<file path="config.mk">
export PLATFORM = sky130hd
export DESIGN_NAME = pc_sequencer_flat
export DESIGN_NICKNAME = d
export VERILOG_FILES = /design/src/rtl/pc_sequencer_if.sv /design/src/rtl/pc_sequencer.sv /design/src/flat_wrapper.sv
export SDC_FILE = /design/constraint.sdc
export NUM_CORES = 1
export LEC_CHECK = 0
export ABC_AREA = 1
export CAP_MARGIN = 20
export CORE_MARGIN = 4
export CORE_UTILIZATION = 25
export CTS_BUF_LIST = sky130_fd_sc_hd__clkbuf_4
export DETAILED_ROUTE_END_ITERATION = 8
export GPL_TIMING_DRIVEN = 1
export MAX_ROUTING_LAYER = met4
export SYNTH_ARGS = -nofsm -noshare
export SYNTH_HDL_FRONTEND = slang
export SYNTH_SLANG_ARGS = --single-unit
</file>
<file path="constraint.sdc">
create_clock -name clk -period 5.55 [get_ports clk]
set_clock_uncertainty 0.2 [all_clocks]
set_input_delay 0.8325 -clock clk [delete_from_list [all_inputs] [get_ports clk]]
set_output_delay 0.8325 -clock clk [all_outputs]
set_load 0.005 [all_outputs]
</file>
<file path="src/rtl/pc_sequencer_if.sv">
// Fetch and execute handshake bundle between pc_sequencer and its neighbours.
// master = sequencer side; slave = instruction memory / execute datapath side.
interface pc_sequencer_if;
    logic        imem_req;
    logic [31:0] imem_addr;
    logic        imem_ack;
    logic [31:0] imem_rdata;
    logic [31:0] ir;
    logic        ex_start;
    logic        ex_done;
    logic        br_taken;
    logic [15:0] br_off;
    logic        jmp;
    logic [25:0] jmp_idx;
    logic        jr;
    logic [31:0] jr_addr;

    modport master (
        output imem_req,
        output imem_addr,
        input  imem_ack,
        input  imem_rdata,
        output ir,
        output ex_start,
        input  ex_done,
        input  br_taken,
        input  br_off,
        input  jmp,
        input  jmp_idx,
        input  jr,
        input  jr_addr
    );

    modport slave (
        input  imem_req,
        input  imem_addr,
        output imem_ack,
        output imem_rdata,
        input  ir,
        input  ex_start,
        output ex_done,
        output br_taken,
        output br_off,
        output jmp,
        output jmp_idx,
        output jr,
        output jr_addr
    );
endinterface

</file>
<file path="src/rtl/pc_sequencer.sv">
// Multicycle fetch/redirect controller owning the CPU program counter.
// Optional exception path (EXC_VECTOR_EN): exc_req/epc ports, misaligned jr traps.
module pc_sequencer #(
    parameter logic [31:0] RESET_PC   = 32'h0000_3000,
`ifdef EXC_VECTOR_EN
    parameter logic [31:0] EXC_VECTOR = 32'h0000_4180,
`endif
    parameter int          CNT_W      = 32
) (
    input  logic             clk,
    input  logic             rst,
    input  logic             stall,
    pc_sequencer_if.master   bus,
`ifdef EXC_VECTOR_EN
    input  logic             exc_req,
    output logic [31:0]      epc,
`endif
    output logic [31:0]      pc,
    output logic [CNT_W-1:0] retired
);

    typedef enum logic [1:0] {
        FETCH      = 2'd0,
        EXEC_START = 2'd1,
        EXEC_WAIT  = 2'd2
    } state_t;

    state_t state;
    state_t state_n;

    logic        fetch_fire;
    logic        retire_fire;
    logic        exc_take;
    logic [31:0] pc4;
    logic [31:0] br_tgt;
    logic [31:0] jmp_tgt;
    logic [31:0] jr_tgt;
    logic [31:0] next_pc;
    logic [31:0] ir_q;

    always_ff @(posedge clk) begin
        if (rst) begin
            state <= FETCH;
        end else begin
            state <= state_n;
        end
    end

    // Strobes are gated by rst so nothing leaks out while reset is held.
    always_comb begin
        state_n      = state;
        bus.imem_req = 1'b0;
        bus.ex_start = 1'b0;
        fetch_fire   = 1'b0;
        retire_fire  = 1'b0;
        unique case (state)
            FETCH: begin
                bus.imem_req = !stall && !rst;
                if (bus.imem_ack && !stall) begin
                    fetch_fire = 1'b1;
                    state_n    = EXEC_START;
                end
            end
            EXEC_START: begin
                bus.ex_start = !stall && !rst;
                if (!stall) begin
                    state_n = EXEC_WAIT;
                end
            end
            EXEC_WAIT: begin
                if (bus.ex_done && !stall) begin
                    retire_fire = 1'b1;
                    state_n     = FETCH;
                end
            end
            default: begin
                state_n = FETCH;
            end
        endcase
    end

    assign pc4     = pc + 32'd4;
    assign br_tgt  = pc4 + {{14{bus.br_off[15]}}, bus.br_off, 2'b00};
    assign jmp_tgt = {pc4[31:28], bus.jmp_idx, 2'b00};
    assign jr_tgt  = {bus.jr_addr[31:2], 2'b00};

    always_comb begin
        next_pc = pc4;
        if (bus.jr) begin
            next_pc = jr_tgt;
        end else if (bus.jmp) begin
            next_pc = jmp_tgt;
        end else if (bus.br_taken) begin
            next_pc = br_tgt;
        end
    end

`ifdef EXC_VECTOR_EN
    assign exc_take = exc_req || (bus.jr && (bus.jr_addr[1:0] != 2'b00));
`else
    logic unused_jr_low;
    assign unused_jr_low = ^bus.jr_addr[1:0];
    assign exc_take      = 1'b0;
`endif

    always_ff @(posedge clk) begin
        if (rst) begin
            ir_q <= 32'd0;
        end else if (fetch_fire) begin
            ir_q <= bus.imem_rdata;
        end
    end

    // Trapped instructions redirect but do not count as retired.
    always_ff @(posedge clk) begin
        if (rst) begin
            pc      <= {RESET_PC[31:2], 2'b00};
            retired <= '0;
        end else if (retire_fire) begin
            if (exc_take) begin
`ifdef EXC_VECTOR_EN
                pc <= {EXC_VECTOR[31:2], 2'b00};
`else
                pc <= next_pc;
`endif
            end else begin
                pc      <= next_pc;
                retired <= retired + 1'b1;
            end
        end
    end

`ifdef EXC_VECTOR_EN
    always_ff @(posedge clk) begin
        if (rst) begin
            epc <= 32'd0;
        end else if (retire_fire && exc_take) begin
            epc <= pc;
        end
    end
`endif

    assign bus.imem_addr = pc;
    assign bus.ir        = ir_q;

endmodule
</file>
<file path="src/flat_wrapper.sv">
// flat-port wrapper written by rule: the top's interface ports become plain ports
module pc_sequencer_flat 
#(
    parameter logic [31:0] RESET_PC   = 32'h0000_3000,

    parameter int          CNT_W      = 32
)
  (clk, rst, stall, pc, retired, bus_imem_req, bus_imem_addr, bus_imem_ack, bus_imem_rdata, bus_ir, bus_ex_start, bus_ex_done, bus_br_taken, bus_br_off, bus_jmp, bus_jmp_idx, bus_jr, bus_jr_addr);
  pc_sequencer_if bus_i ();
  input  logic clk;
  input  logic rst;
  input  logic stall;
  output logic [31:0] pc;
  output logic [CNT_W-1:0] retired;
  output wire logic [$bits(bus_i.imem_req)-1:0] bus_imem_req;
  output wire logic [$bits(bus_i.imem_addr)-1:0] bus_imem_addr;
  input wire logic [$bits(bus_i.imem_ack)-1:0] bus_imem_ack;
  input wire logic [$bits(bus_i.imem_rdata)-1:0] bus_imem_rdata;
  output wire logic [$bits(bus_i.ir)-1:0] bus_ir;
  output wire logic [$bits(bus_i.ex_start)-1:0] bus_ex_start;
  input wire logic [$bits(bus_i.ex_done)-1:0] bus_ex_done;
  input wire logic [$bits(bus_i.br_taken)-1:0] bus_br_taken;
  input wire logic [$bits(bus_i.br_off)-1:0] bus_br_off;
  input wire logic [$bits(bus_i.jmp)-1:0] bus_jmp;
  input wire logic [$bits(bus_i.jmp_idx)-1:0] bus_jmp_idx;
  input wire logic [$bits(bus_i.jr)-1:0] bus_jr;
  input wire logic [$bits(bus_i.jr_addr)-1:0] bus_jr_addr;
  assign bus_imem_req = bus_i.imem_req;
  assign bus_imem_addr = bus_i.imem_addr;
  assign bus_i.imem_ack = bus_imem_ack;
  assign bus_i.imem_rdata = bus_imem_rdata;
  assign bus_ir = bus_i.ir;
  assign bus_ex_start = bus_i.ex_start;
  assign bus_i.ex_done = bus_ex_done;
  assign bus_i.br_taken = bus_br_taken;
  assign bus_i.br_off = bus_br_off;
  assign bus_i.jmp = bus_jmp;
  assign bus_i.jmp_idx = bus_jmp_idx;
  assign bus_i.jr = bus_jr;
  assign bus_i.jr_addr = bus_jr_addr;
  pc_sequencer #(.RESET_PC(RESET_PC), .CNT_W(CNT_W)) u_core (.clk(clk), .rst(rst), .stall(stall), .bus(bus_i), .pc(pc), .retired(retired));
endmodule
</file>
== Word-level counts from Yosys, hierarchy flattened ==
Cells that the tools add are included.
Word-level totals
  latch bits: 0
  memories: 0
  memory bits (read-only): 0
  bits in writable memories: 0
  flip-flop bits (word level): 98
  output and inout port bits: 130
Cells by class
  reductions and logical operators: 7
  add/sub/neg operators: 3
  bitwise operators: 0
  shift operators: 0
  divide/modulo/power cells: 0
  multipliers: 0
  muxes and demuxes: 13
  eq/ne operators: 5
  magnitude comparators: 0
Operators with widths (number)
  $mux 32: 3
  $add 32x1->32 const B: 1
  $add 32x3->32 const B: 1
  $add 32x32->32: 1
  $mux 1: 6
  $mux 2: 3
  $pmux 2 s3: 1
  $ne 2x1->1 const B: 2
  $logic_and 1x1->1: 3
  $reduce_and 3->1: 1
  $eq 2x1->1 const B: 1
  $eq 2x2->1 const B: 1
  $logic_not 1->1: 2
  $logic_not 2->1: 1
  $ne 2x2->1 const B: 1

== Longest topological paths before layout ==
  depth in word-level cells: 5
  mapped depth: 24
  depth with buffers taken out: 24

== Worst setup path after synthesis ==
No wires, ideal clock.
  kind: register -> register
  start: reg u_core.pc[2], in the netlist u_core.bus.imem_addr[2]
  end: reg u_core.pc[15], in the netlist u_core.bus.imem_addr[15]
  period minus slack after synthesis: 2.858 ns
  data required time: 5.218 ns
  stages on the path, launching flop included: 21
  library setup time: 0.132 ns
  slack: 2.692 ns
  arrival: 2.525 ns
  buffers on the path: 0
  cell sequence: dfxtp_1 ha_1 nand2_1 nor2_1 nand2_1 nor2_1 xor2_1 ha_1 nand2_1 inv_1 nand2_1 nand2_1 inv_1 nand2_1 inv_1 nand2_1 or2_2 nand3_1 nand3_1 nand2_1 a21oi_1
Between the ends
  word-level cells in the longest chain between the ends: 5
RTL lines
  start: declaration: RTL line pc_sequencer.sv:18  | output logic [31:0] pc,
  start signal: assignment: RTL line pc_sequencer.sv:117  | pc <= {RESET_PC[31:2], 2'b00};
  start signal: assignment: RTL line pc_sequencer.sv:124  | pc <= next_pc;
  start signal: assignment: RTL line pc_sequencer.sv:127  | pc <= next_pc;
  $add 32x3->32 (*): RTL line pc_sequencer.sv:82  | assign pc4 = pc + 32'd4;
  $add 32x32->32: RTL line pc_sequencer.sv:83  | assign br_tgt = pc4 + {{14{bus.br_off[15]}}, bus.br_off, 2'b00};
  $mux 32 (*): RTL line pc_sequencer.sv:93  | end else if (bus.br_taken) begin
  $mux 32 (*): RTL line pc_sequencer.sv:91  | end else if (bus.jmp) begin
  $mux 32 (*): RTL line pc_sequencer.sv:89  | if (bus.jr) begin
Every way passes the cells marked *; elsewhere a longest branch is shown, timed or not.
A chain may end at the register's enable or synchronous reset.

== Worst setup path after layout ==
Same ends and word-level chain as after synthesis.

==> reports/qor.yml <==
worst_setup_path:
  cpMaxStageDelayCell: "dfxtp_1"
  cp-end-kind: "flip-flop"
  critical_path.most_common_cell: "nand2_1"
  crit_arrival_ns: 4.08
  crit_path_max_fanout: 8
  crit_type: "flip-flop to flip-flop"
  r2r-start: "u_core.bus.imem_addr[2]"
  crit_required_ns: 5.69
  slowest_delay_ns: 0.56
  crit_start: "u_core.bus.imem_addr[2]"
  crit_path_start_kind: "flip-flop"
  crit_chain: "ha_1 > nand2_1 > nor2_1 > nand2_1 > nor2_1 > xor2_1 > ha_1 > nand2_1 > inv_1 > nand2_1 > nand2_1 > inv_1 > nand2_1 > inv_1 > nand2_1 > or2_2 > nand3_1 > nand3_1 > nand2_1 > a21oi_1"
  cp_top_family: "simple AND/OR/NAND/NOR gates"
  path_buf_inv: 3
grt:
  use_met3_pct: 4.76
  antenna_found_initial: 4
  grt_pass1_vias: 8893
  grt_overflow: 0
  use_met2_pct: 31.0
  grt_max_degree: 50
  busiest_layer: "met2"
  grt_first_pass_wirelength_mm: 48.7
  grt_use_total_pct: 18.0
  gr-usage-met1_pct: 21.4
logic_synthesis:
  synth_edf_count: 0
  yosys.area.top_type: "dfxtp_1"
  netlist_area_sq_um: 8000
  synth_top_family_by_area: "simple AND/OR/NAND/NOR gates"
  synth.area.top_cells: "dfxtp_1 24%, nand2_1 18%, nor2_1 11%, inv_1 8.1%, a21oi_1 6.1%"
  synth_top_cell_area_share_pct: 24.0
  synth_compound_area_share_pct: 13.3
  synth_seq_cells: 96
  ys_seq_area_share_pct: 24.0
  synthArstFlopShare_pct: 0
  yosysUniqueCellTypes: 42
  synth_mux_area_share_pct: 0
  synth_xor_area_share_pct: 3.83
  synth_flop_cell: "dfxtp_1"
  yosys.area_share.simple_pct: 39.6
  syn_inst: 1369
  avgSynthCellArea_sq_um: 5.84
  yosysWarnings: 0
  synth_adder_area_share_pct: 6.20
die:
  die_y_microns: 187
  fp.dieArea_sq_um: 34900
  start_util_pct: 25.3
  io_pins: 244
  core_sq_um: 31600
  num_rows: 65
  die_w_microns: 187
finish:
  synthToLayoutAreaGrowth_pct: 34.1
  final_cell_count_no_fill: 1972
  layout-drive-gt1-share_pct: 3.70
  nets: 1714
cts:
  postCtsSetupBuffers: 0
  cts_resized: 0
  cts_tree: "yes"
  ctsHoldBuffers: 0
  clk_pin_slew_ns: 0.19
  clock-sinks: 96
  numCtsBuffers: 9
  htree_levels: 3
  root_buffer: "clkbuf_4"
  clk-insertion-delay-late_ns: 0.49
  cts_buffer_depth: 2
power:
  p_total_w: 0.00147
  vdd_ir_drop_max_v: 0.000132
  power_density_nw_per_um2: 137
  leakage_nw: 4.62
timing:
  max_freq_ghz: 0.254
  tightest_slew_ns: 1.10
  maxSlewViolCount: 0
  finalHoldViolations: 0
  fin_tns_setup_ns: 0
  fin_hold_ws_ns: 0.294
  min_period_ns: 3.94
  worst_slack_ns: 1.61
  finalSetupViolCount: 0
  max_slew_margin_pct: 26.3
  period_share_pct: 70.9
  grt_setup_unrepaired: "false"
min_path:
  hold_class: "flip-flop to flip-flop"
  min_from: "u_core.retired[16]"
route:
  routedWlPerCell_microns: 16.1
  drt_first_iter_violations: 463
  wirelength_mm: 31.8
  vias: 9048
  drtPass1Iterations: 5
  ant_nets: 0
  drc: 0
  drt-vias-per-instance: 4.59
place:
  gp_congestion: 0.924
  dp.cells: 1952
  dp_hpwl_mm: 25.5
  post-place-ws_ns: 1.40
  portBuffers: 237
outcome:
  outcome: "finished, final reports clean"
flow_run:
  max_cap_viol_count: 0
-- through the flow --
stage / instance area (sq um) / utilization, %
after CTS: 10700 / 34.0
after detailed placement: 10600 / 33.5
final: 10700 / 34.0
after floorplan: 8010 / -
after global routing: 10700 / 34.0
after global placement: 10600 / 33.5
-- path summary, 6_finish.rpt --
kind	to	slack [ns]	depth (start not counted)
worst min-delay path	u_core.retired[16]	0.29	2
worst min register to register	u_core.retired[16]	0.29	2
worst max-delay path	u_core.bus.imem_addr[15]	1.61	20
worst max register to register	u_core.bus.imem_addr[15]	1.61	20
-- cells in the mapped netlist, types with 3 or more instances --
cell,instances
nor2_2,4
a21oi_1,98
dfxtp_1,96
or2_2,3
o211ai_1,6
nor2_4,6
clkbuf_1,33
nand2_2,8
buf_4,34
ha_1,38
o21ai_0,73
nand3b_1,4
nor3_1,21
nand2_1,382
nand3_1,75
xnor2_1,9
nand4_1,18
o21a_1,5
nor3_2,4
nor2_1,225
a21o_1,3
inv_1,172
o21bai_1,4
xor2_1,26
-- worst register-to-register path, cell delays in order, from the launching register on --
cell     delay, ns
dfxtp_1       0.56
ha_1          0.24
nand2_1       0.08
nor2_1        0.12
nand2_1       0.20
nor2_1        0.26
xor2_1        0.41
ha_1          0.37
nand2_1       0.14
inv_1         0.05
nand2_1       0.05
nand2_1       0.09
inv_1         0.07
nand2_1       0.06
inv_1         0.05
nand2_1       0.14
or2_2         0.32
nand3_1       0.07
nand3_1       0.06
nand2_1       0.17
a21oi_1       0.09
-- layer usage --
metal  vias to the layer above  share of wire (%)  wire length [microns]
met2                       238                 48                  15300
met3                        23                6.7                   2130
li1                       4688                  -                      -
met1                      4099                 44                  13900
met5                         -                  0                      0
met4                         0                1.2                    371
-- report_power, final --
part	internal, W	switching (W)
clock	0.000110	0.000293
sequential	0.000710	0.0000134
combinational	0.000167	0.000177
total	0.000987	0.000483
-- registers in the layout, indices dropped and copies added (netlist names) --
| signal | cells |
|---|---|
| u_core.bus.ir | 32 |
| u_core.retired | 32 |
| u_core.bus.imem_addr | 30 |
| u_core.state | 2 |
-- cells by family (layout without fill, tap and decap cells) --
| family | count (synthesis) | count (layout) |
|---|---|---|
| AOI/OAI and AO/OA | 198 | 198 |
| buffers and inverters | 243 | 437 |
| and+or+nand+nor | 757 | 757 |
| other | 1 | 8 |
| adders and majority gates | 39 | 39 |
| xor gates and xnor gates | 35 | 35 |
| DFF | 96 | 96 |
-- layout make-up --
cell class	instances	area [sq um]
Inverter	173	651
Sequential cell	96	1920
Tap cell	402	503
Clock inverter	7	81.3
Multi-Input combinational cell	1033	5040
Antenna cell	4	10.0
Clock buffer	9	67.6
Fill cell	3463	20800
Timing Repair Buffer	248	2450
-- layout by cell type (no fill, tap or decap), types with 2 or more instances in the layout --
cell	n
and2_1	2
o21ai_0	73
clkbuf_4	9
inv_8	2
nand3_1	75
xnor2_1	9
or2_2	3
diode_2	4
conb_1	4
clkinv_8	2
dfxtp_1	96
a21o_1	3
ha_1	38
inv_6	2
inv_1	172
o21a_1	5
o221ai_1	2
buf_4	11
nand4_1	18
clkdlybuf4s50_1	236
xor2_1	26
o211ai_1	6
o21ai_1	2
a21oi_1	98
nor3_2	4
o21bai_1	4
nand2_2	8
nand2_1	382
nor2_1	225
nor2_4	6
nor3_1	21
nand3b_1	4
nor2_2	4
Note: power is estimated with default switching activity, not from simulation.
